[src/rtl/mul_sequencer_if.sv]
// Handshake and multiplier-side bus for mul_sequencer.
// slave  : the sequencer itself
// master : the execute stage plus the SB_MAC16 that feeds mul_p back
interface mul_sequencer_if;
    logic        start;
    logic        kill;
    logic [1:0]  op;
    logic [31:0] rs1;
    logic [31:0] rs2;
    logic        ready;
    logic [15:0] mul_a;
    logic [15:0] mul_b;
    logic [31:0] mul_p;
    logic [31:0] result;
    logic        done;

    modport slave (
        input  start, kill, op, rs1, rs2, mul_p,
        output ready, mul_a, mul_b, result, done
    );

    modport master (
        output start, kill, op, rs1, rs2, mul_p,
        input  ready, mul_a, mul_b, result, done
    );
endinterface

[src/rtl/mul_sequencer.sv]
// mul_sequencer: multi-cycle RV32M MUL/MULH/MULHSU/MULHU controller driving a
// single 16x16 unsigned multiplier. Magnitudes are multiplied as four partial
// products, accumulated in 64 bits, then sign-corrected.
// Optional feature macro: MUL_ZERO_BYPASS_EN (finish at T1 when an operand is 0).
module mul_sequencer #(
    parameter int MUL_LATENCY = 1
) (
    input  logic              clk,
    input  logic              rst,
    mul_sequencer_if.slave    bus
);

    typedef enum logic [2:0] {
        ST_IDLE  = 3'd0,
        ST_ISSUE = 3'd1,
        ST_DRAIN = 3'd2,
        ST_SIGN  = 3'd3,
        ST_DONE  = 3'd4
    } state_t;

    // Magnitude of a 32-bit operand; 0x80000000 maps to itself as unsigned.
    function automatic logic [31:0] abs32(input logic [31:0] v, input logic is_signed);
        return (is_signed && v[31]) ? (~v + 32'd1) : v;
    endfunction

    state_t                  state_r, state_next_s;
    logic                    ready_r, done_r;
    logic [31:0]             result_r;
    logic [15:0]             mul_a_r, mul_b_r;
    logic [15:0]             mul_a_next_s, mul_b_next_s;
    logic [31:0]             abs_a_r, abs_b_r;
    logic                    neg_r;
    logic [1:0]              op_r;
    logic [63:0]             acc_r;
    logic [1:0]              issue_cnt_r, ret_cnt_r;
    logic [MUL_LATENCY-1:0]  pipe_r, pipe_next_s;

    logic                    a_signed_s, b_signed_s;
    logic [31:0]             abs_a_s, abs_b_s;
    logic                    accept_s, zero_s, ret_valid_s;
    logic [1:0]              idx_s;
    logic [31:0]             src_a_s, src_b_s;
    logic [63:0]             addend_s, corr_s;

    assign bus.ready  = ready_r;
    assign bus.done   = done_r;
    assign bus.result = result_r;
    assign bus.mul_a  = mul_a_r;
    assign bus.mul_b  = mul_b_r;

    // Operand decode, return-path alignment and sign correction.
    always_comb begin
        a_signed_s  = (bus.op == 2'b01) || (bus.op == 2'b10);
        b_signed_s  = (bus.op == 2'b01);
        abs_a_s     = abs32(bus.rs1, a_signed_s);
        abs_b_s     = abs32(bus.rs2, b_signed_s);
        accept_s    = bus.start && ready_r && !bus.kill;
        zero_s      = (abs_a_s == 32'd0) || (abs_b_s == 32'd0);
        ret_valid_s = pipe_r[MUL_LATENCY-1];
        // Each issue cycle enters the delay line; its tail marks a valid mul_p.
        pipe_next_s = MUL_LATENCY'({pipe_r, (state_r == ST_ISSUE)});
        corr_s      = neg_r ? (~acc_r + 64'd1) : acc_r;
        addend_s    = 64'd0;
        case (ret_cnt_r)
            2'd0:       addend_s = {32'd0, bus.mul_p};
            2'd1, 2'd2: addend_s = {16'd0, bus.mul_p, 16'd0};
            2'd3:       addend_s = {bus.mul_p, 32'd0};
            default:    addend_s = 64'd0;
        endcase
    end

    // Next-state logic and next multiplier operand halves.
    always_comb begin
        state_next_s = state_r;
        case (state_r)
            ST_IDLE: begin
                if (accept_s) begin
`ifdef MUL_ZERO_BYPASS_EN
                    state_next_s = zero_s ? ST_DONE : ST_ISSUE;
`else
                    state_next_s = ST_ISSUE;
`endif
                end else begin
                    state_next_s = ST_IDLE;
                end
            end
            ST_ISSUE: state_next_s = (issue_cnt_r == 2'd3) ? ST_DRAIN : ST_ISSUE;
            ST_DRAIN: state_next_s = (ret_valid_s && (ret_cnt_r == 2'd3)) ? ST_SIGN : ST_DRAIN;
            ST_SIGN:  state_next_s = ST_DONE;
            ST_DONE:  state_next_s = ST_IDLE;
            default:  state_next_s = ST_IDLE;
        endcase
        if (bus.kill) begin
            state_next_s = ST_IDLE;
        end else begin
            state_next_s = state_next_s;
        end

        // Partial-product index: bit1 selects A half, bit0 selects B half.
        idx_s   = (state_r == ST_IDLE) ? 2'd0 : (issue_cnt_r + 2'd1);
        src_a_s = (state_r == ST_IDLE) ? abs_a_s : abs_a_r;
        src_b_s = (state_r == ST_IDLE) ? abs_b_s : abs_b_r;
        mul_a_next_s = 16'd0;
        mul_b_next_s = 16'd0;
        if (state_next_s == ST_ISSUE) begin
            mul_a_next_s = idx_s[1] ? src_a_s[31:16] : src_a_s[15:0];
            mul_b_next_s = idx_s[0] ? src_b_s[31:16] : src_b_s[15:0];
        end else begin
            mul_a_next_s = 16'd0;
            mul_b_next_s = 16'd0;
        end
    end

    // FSM state register.
    always_ff @(posedge clk or posedge rst) begin
        if (rst) begin
            state_r <= ST_IDLE;
        end else begin
            state_r <= state_next_s;
        end
    end

    // Registered outputs, operand latches, counters and accumulator.
    always_ff @(posedge clk or posedge rst) begin
        if (rst) begin
            ready_r     <= 1'b1;
            done_r      <= 1'b0;
            result_r    <= 32'd0;
            mul_a_r     <= 16'd0;
            mul_b_r     <= 16'd0;
            abs_a_r     <= 32'd0;
            abs_b_r     <= 32'd0;
            neg_r       <= 1'b0;
            op_r        <= 2'b00;
            acc_r       <= 64'd0;
            issue_cnt_r <= 2'd0;
            ret_cnt_r   <= 2'd0;
            pipe_r      <= '0;
        end else begin
            ready_r <= (state_next_s == ST_IDLE);
            done_r  <= (state_next_s == ST_DONE);
            mul_a_r <= mul_a_next_s;
            mul_b_r <= mul_b_next_s;
            if (bus.kill || (state_r == ST_IDLE)) begin
                pipe_r <= '0;
            end else begin
                pipe_r <= pipe_next_s;
            end

            if (accept_s) begin
                abs_a_r     <= abs_a_s;
                abs_b_r     <= abs_b_s;
                neg_r       <= (a_signed_s & bus.rs1[31]) ^ (b_signed_s & bus.rs2[31]);
                op_r        <= bus.op;
                acc_r       <= 64'd0;
                issue_cnt_r <= 2'd0;
                ret_cnt_r   <= 2'd0;
`ifdef MUL_ZERO_BYPASS_EN
                if (zero_s) begin
                    result_r <= 32'd0;
                end
`endif
            end else if (bus.kill) begin
                issue_cnt_r <= 2'd0;
                ret_cnt_r   <= 2'd0;
            end else begin
                if (state_r == ST_ISSUE) begin
                    issue_cnt_r <= issue_cnt_r + 2'd1;
                end
                if (ret_valid_s) begin
                    acc_r     <= acc_r + addend_s;
                    ret_cnt_r <= ret_cnt_r + 2'd1;
                end
                if (state_r == ST_SIGN) begin
                    acc_r    <= corr_s;
                    result_r <= (op_r == 2'b00) ? corr_s[31:0] : corr_s[63:32];
                end
            end
        end
    end

endmodule

[src/flat_wrapper.sv]
// flat-port wrapper written by rule: the top's interface ports become plain ports
module mul_sequencer_flat 
#(
    parameter int MUL_LATENCY = 1
)
  (clk, rst, bus_start, bus_kill, bus_op, bus_rs1, bus_rs2, bus_mul_p, bus_ready, bus_mul_a, bus_mul_b, bus_result, bus_done);
  mul_sequencer_if bus_i ();
  input  logic clk;
  input  logic rst;
  input wire logic [$bits(bus_i.start)-1:0] bus_start;
  input wire logic [$bits(bus_i.kill)-1:0] bus_kill;
  input wire logic [$bits(bus_i.op)-1:0] bus_op;
  input wire logic [$bits(bus_i.rs1)-1:0] bus_rs1;
  input wire logic [$bits(bus_i.rs2)-1:0] bus_rs2;
  input wire logic [$bits(bus_i.mul_p)-1:0] bus_mul_p;
  output wire logic [$bits(bus_i.ready)-1:0] bus_ready;
  output wire logic [$bits(bus_i.mul_a)-1:0] bus_mul_a;
  output wire logic [$bits(bus_i.mul_b)-1:0] bus_mul_b;
  output wire logic [$bits(bus_i.result)-1:0] bus_result;
  output wire logic [$bits(bus_i.done)-1:0] bus_done;
  assign bus_i.start = bus_start;
  assign bus_i.kill = bus_kill;
  assign bus_i.op = bus_op;
  assign bus_i.rs1 = bus_rs1;
  assign bus_i.rs2 = bus_rs2;
  assign bus_i.mul_p = bus_mul_p;
  assign bus_ready = bus_i.ready;
  assign bus_mul_a = bus_i.mul_a;
  assign bus_mul_b = bus_i.mul_b;
  assign bus_result = bus_i.result;
  assign bus_done = bus_i.done;
  mul_sequencer #(.MUL_LATENCY(MUL_LATENCY)) u_core (.clk(clk), .rst(rst), .bus(bus_i));
endmodule
[config.mk]
export PLATFORM = sky130hd
export DESIGN_NAME = mul_sequencer_flat
export DESIGN_NICKNAME = d
export VERILOG_FILES = /design/src/rtl/mul_sequencer_if.sv /design/src/rtl/mul_sequencer.sv /design/src/flat_wrapper.sv
export SDC_FILE = /design/constraint.sdc
export NUM_CORES = 1
export LEC_CHECK = 0
export ABC_AREA = 0
export CAP_MARGIN = 20
export CORE_MARGIN = 2
export CORE_UTILIZATION = 50
export CTS_BUF_LIST = sky130_fd_sc_hd__clkbuf_8
export DETAILED_ROUTE_END_ITERATION = 6
export PLACE_DENSITY = 0.74
export SYNTH_ARGS = -nofsm -noshare
export SYNTH_HDL_FRONTEND = slang
export SYNTH_SLANG_ARGS = --single-unit
[constraint.sdc]
create_clock -name clk -period 7.01 [get_ports clk]
set_input_delay 1.402 -clock clk [delete_from_list [all_inputs] [get_ports clk]]
set_output_delay 1.402 -clock clk [all_outputs]
set_load 0.02 [all_outputs]
==> results_tabular.tex <==
\begin{tabular}{lr}
\hline
Metric & Value \\
\hline
\multicolumn{2}{l}{\textbf{Global routing}} \\
\quad Total congestion overflow & 0 \\
\quad Antenna violations before repair & 1 \\
\quad Wire length of the first global-routing pass & roughly 83000 um \\
\quad All-layer global routing usage & between 30\% and 40\% \\
\quad Via count of the first global-routing pass & 14300 \\
\quad Maximum number of pins on one net before global-route repair & 148 \\
\multicolumn{2}{l}{\textbf{Floorplan}} \\
\quad Total die area & 33100 sq um \\
\quad Horizontal die dimension & 182 um \\
\quad Starting density of the core & 50.4\% \\
\quad Die H & 182 um \\
\quad Core Region & 31400 sq um \\
\quad Ports placed on the boundary & 168 \\
\quad Number of cell rows & between 60 and 70 \\
\multicolumn{2}{l}{\textbf{Clock network}} \\
\quad Clock sink total & a little over 200 \\
\quad Buffers inserted during post-CTS setup optimization & 0 \\
\quad Insertion delay to the later sink of the worst-skew pair & 0.53 ns \\
\quad Total number of H-tree levels & 2 \\
\quad Clock Pin Slew Worst Setup and Hold Paths & 0.06 ns \\
\quad Buffer cell driving the clock tree root & clkbuf\_8 \\
\quad Buffers from clock root to sink, at most & 3 \\
\quad TritonCTS clock tree & yes \\
\quad Total of cells resized after clock tree synthesis & 0 \\
\quad CTS buffer count & 35 \\
\quad Hold-fix buffers at CTS & 0 \\
\multicolumn{2}{l}{\textbf{Power}} \\
\quad Leak pwr & 7.58 nW \\
\quad Max IR drop VDD & approximately 0.16 mV \\
\quad Power Density & 277 nW/um\^{}2 \\
\quad Power after layout & 5.11 mW \\
\multicolumn{2}{l}{\textbf{Finish}} \\
\quad Area growth from synthesis to layout & 16.4\% \\
\quad Share of the core filled with cells in the final layout & 58.7\% \\
\quad Final net count & 2237 \\
\quad Number of standard cells in the layout, taps in and fillers out & 2484 \\
\quad Filler cells & 2852 \\
\quad Share of post-route cells with drive strength above 1 & 5.57\% \\
\quad Number of antenna diodes & 0 \\
\multicolumn{2}{l}{\textbf{Hold path}} \\
\quad Worst hold path class & reg2reg \\
\quad Worst hold stages & 2 \\
\multicolumn{2}{l}{\textbf{Worst setup path}} \\
\quad Type of element capturing the critical path & register \\
\quad Number of cell instances on the worst register-to-register path & 14 \\
\quad Crit Path Class & in2reg \\
\quad CP Launch Type & primary input \\
\quad Critical Path Fanout Max & 6 \\
\quad Buf+Inv Stages, Crit Path & 1 \\
\quad Kind of cell adding the most delay to the critical path & compound AO/OA/AOI/OAI gates \\
\quad Cell chain of the critical path & clkdlybuf4s50\_1 -> a22o\_1 -> ha\_1 -> a21oi\_1 -> o21ai\_0 -> a221oi\_1 -> a21boi\_0 -> a21boi\_0 -> o21ai\_1 -> a41o\_1 -> a21oi\_1 -> xnor2\_1 -> o221ai\_1 \\
\quad CP max stage delay & 0.52 ns \\
\quad Crit path depth & 13 \\
\quad Required time at the worst-slack endpoint & $\sim$7.4 ns \\
\quad Endpoint arrival time on the critical path & approximately 5.4 ns \\
\quad Standard cell with the maximum stage delay on the critical path & clkdlybuf4s50\_1 \\
\multicolumn{2}{l}{\textbf{Timing}} \\
\quad Worst Tran Pin Value & 1.08 ns \\
\quad Endpoints failing setup & 0 \\
\quad Post-Route Skew & 0.0175 ns \\
\quad Count of final max-slew check failures & 0 \\
\quad Maximum clock rate & 0.200 GHz \\
\quad Unrepaired setup endpoints after global routing & no \\
\quad Worst slew margin & 27.9\% \\
\quad Sum of negative setup slack & 0 ns \\
\quad Period utilisation layout & between 70 and 80\% \\
\quad Final Critical Period & about 5 ns \\
\quad Number of hold violations in the final report & 0 \\
\multicolumn{2}{l}{\textbf{Synth}} \\
\quad Cell taking the most area after synthesis & dfrtp\_1 \\
\quad Cells after synthesis & 1965 \\
\quad Count of unique library cells instantiated by Yosys & 75 \\
\quad Net count after synthesis & 2138 \\
\quad Warnings, synthesis & 0 \\
\quad Predominant post-synthesis flop cell & dfrtp\_1 \\
\quad Fraction of synthesis flops using an asynchronous set or reset pin & 100\% \\
\quad Synth Cell Area & 15800 sq um \\
\quad Number of enable flip-flop cells after synthesis & 0 \\
\quad Fraction of the yosys area taken by sequential cells & 32.4\% \\
\quad Cells taking the most area after synthesis & dfrtp\_1 (32\%), nand2\_1 (6.4\%), o21ai\_0 (6.4\%) \\
\quad Post-Syn Area per Cell & 8.05 sq um \\
\quad Number of synthesized register bits & 205 \\
\quad Yosys top cell area share & 32.3\% \\
\multicolumn{2}{l}{\textbf{Detailed routing}} \\
\quad Number of iterations in the first detailed-routing pass & 5 \\
\quad Wirelength per Cell & around 22 um \\
\quad Overall via count from detail\_route & 15600 \\
\quad Residual DRC & 0 \\
\quad Ratio of routed vias to standard cells & 6.27 \\
\quad Count of antenna-violating nets left after detailed routing & 0 \\
\quad Starting DRT DRC Count & 1584 \\
\quad Total Routed Length & 54900 um \\
\multicolumn{2}{l}{\textbf{Run}} \\
\quad Number of max-cap violations & 0 \\
\multicolumn{2}{l}{\textbf{Run status}} \\
\quad Run status & completed \\
\multicolumn{2}{l}{\textbf{Placed design}} \\
\quad Final weighted congestion in routability-driven placement & roughly 1 \\
\quad IO Port Bufs & about 170 \\
\quad HPWL after detailed placement & 42400 um \\
\quad Placed Cells & 2425 \\
\hline
\end{tabular}
[state kept, by name (all words and copies together) (netlist names)]
name	cells
u_core.acc_r	64
u_core.abs_a_r	32
u_core.abs_b_r	32
u_core.bus.result	32
u_core.bus.mul_a	16
u_core.bus.mul_b	16
u_core.state_r	3
u_core.issue_cnt_r	2
u_core.op_r	2
u_core.ret_cnt_r	2
u_core.bus.done	1
u_core.bus.ready	1
u_core.neg_r	1
u_core.pipe_r	1
[worst min-delay path, delay by kind of cell (launching register included)]
kind             cells  cell delay [ns]
DFF                  1             0.34
and+or+nand+nor      2             0.10
[layout make-up]
type | instances | area (sq um) | share of cell area (%)
Clock buffer | 45 | 619 | 3.36
Clock inverter | 10 | 47.5 | 0.258
Inverter | 36 | 143 | 0.774
Multi-Input combinational cell | 1601 | 10100 | 54.8
Sequential cell | 205 | 5130 | 27.9
Tap cell | 402 | 503 | 2.73
Timing Repair Buffer | 185 | 1870 | 10.2
[routing by layer]
| metal | vias up | track usage (%) | part of all wire (%) |
|---|---|---|---|
| li1 | 7304 | - | - |
| met1 | 7515 | 43.6 | 43 |
| met2 | 629 | 52.8 | 47 |
| met3 | 121 | 5.96 | 7.0 |
| met4 | 2 | 11.2 | 3.7 |
| met5 | - | 0 | 0.024 |
[cell families after synthesis]
group	count (synthesis)	share of synthesized area, %
AOI/OAI and AO/OA	669	27.0
and+or+nand+nor	678	20.9
adders and majority gates	71	5.66
muxes	6	0.388
buffers and inverters	159	3.82
xor gates and xnor gates	177	9.80
DFF	205	32.4
[power by group]
| group | leakage, nW | switching, mW | internal (mW) |
|---|---|---|---|
| logic | 4.52 | 1.47 | 0.853 |
| registers | 2.69 | 0.334 | 1.38 |
| clock network | 0.369 | 0.497 | 0.571 |
| total | 7.58 | 2.30 | 2.81 |
[per-stage QoR]
| step | hold WS (ns) | area, sq um | setup slack [ns] |
|---|---|---|---|
| final | 0.468 | 18400 | 2.01 |
| after global routing | 0.496 | 18400 | 1.84 |
| after CTS | 0.471 | 18300 | 1.50 |
| after detailed placement | 0.459 | 17700 | 1.51 |
| after global placement | 0.454 | 17700 | 1.60 |
| after floorplan | 0.442 | 15800 | 0.0139 |
[cells in the final DEF, fill, tap and decap left out, types with 40 or more instances in the layout]
cell,n
a21oi_1,150
xor2_1,79
nor3_1,56
clkdlybuf4s50_1,167
nand2_1,271
nor2b_1,40
inv_1,42
ha_1,70
xnor2_1,98
a211oi_1,73
clkbuf_8,45
o21ai_0,203
dfrtp_1,203
nor2_1,119
[cells in the mapped netlist, drive strengths merged (2+ instances only)]
master and count:
a211o 3, dfrtp 204, ha 70, nor4b 3
o22ai 3, xnor2 98, nor3 57, a221o 2
o31a 4, or3 18, o211ai 7, o41ai 17
nand3 26, and3 5, clkbuf 116, a22oi 8
buf 7, nor4 14, a21o 32, and2 40
nor2 122, nand4 27, o221ai 24, a211oi 73
o21a 11, nand2b 14, o31ai 33, a21oi 150
o21ai 220, nor2b 41, a31oi 13, or2 20
a22o 36, xor2 79, a21boi 5, a221oi 6
inv 36, o311ai 2, or4 13, mux2i 5
o21bai 14, nand2 273
[final timing paths]
| check | slack (ns) | from | endpoint |
|---|---|---|---|
| worst max-delay path | 2.01 | bus_mul_p[20] | u_core.acc_r[43] |
| worst min-delay path | 0.47 | u_core.bus.result[27] | u_core.bus.result[27] |
| worst max register to register | 2.19 | u_core.ret_cnt_r[0] | u_core.acc_r[51] |
| worst min register to register | 0.47 | u_core.bus.result[27] | u_core.bus.result[27] |
| max in group asynchronous | 4.12 | rst | u_core.abs_a_r[20] |
| min in group asynchronous | 1.20 | rst | u_core.abs_b_r[13] |
No activity file was read; power rests on OpenSTA's default activity.
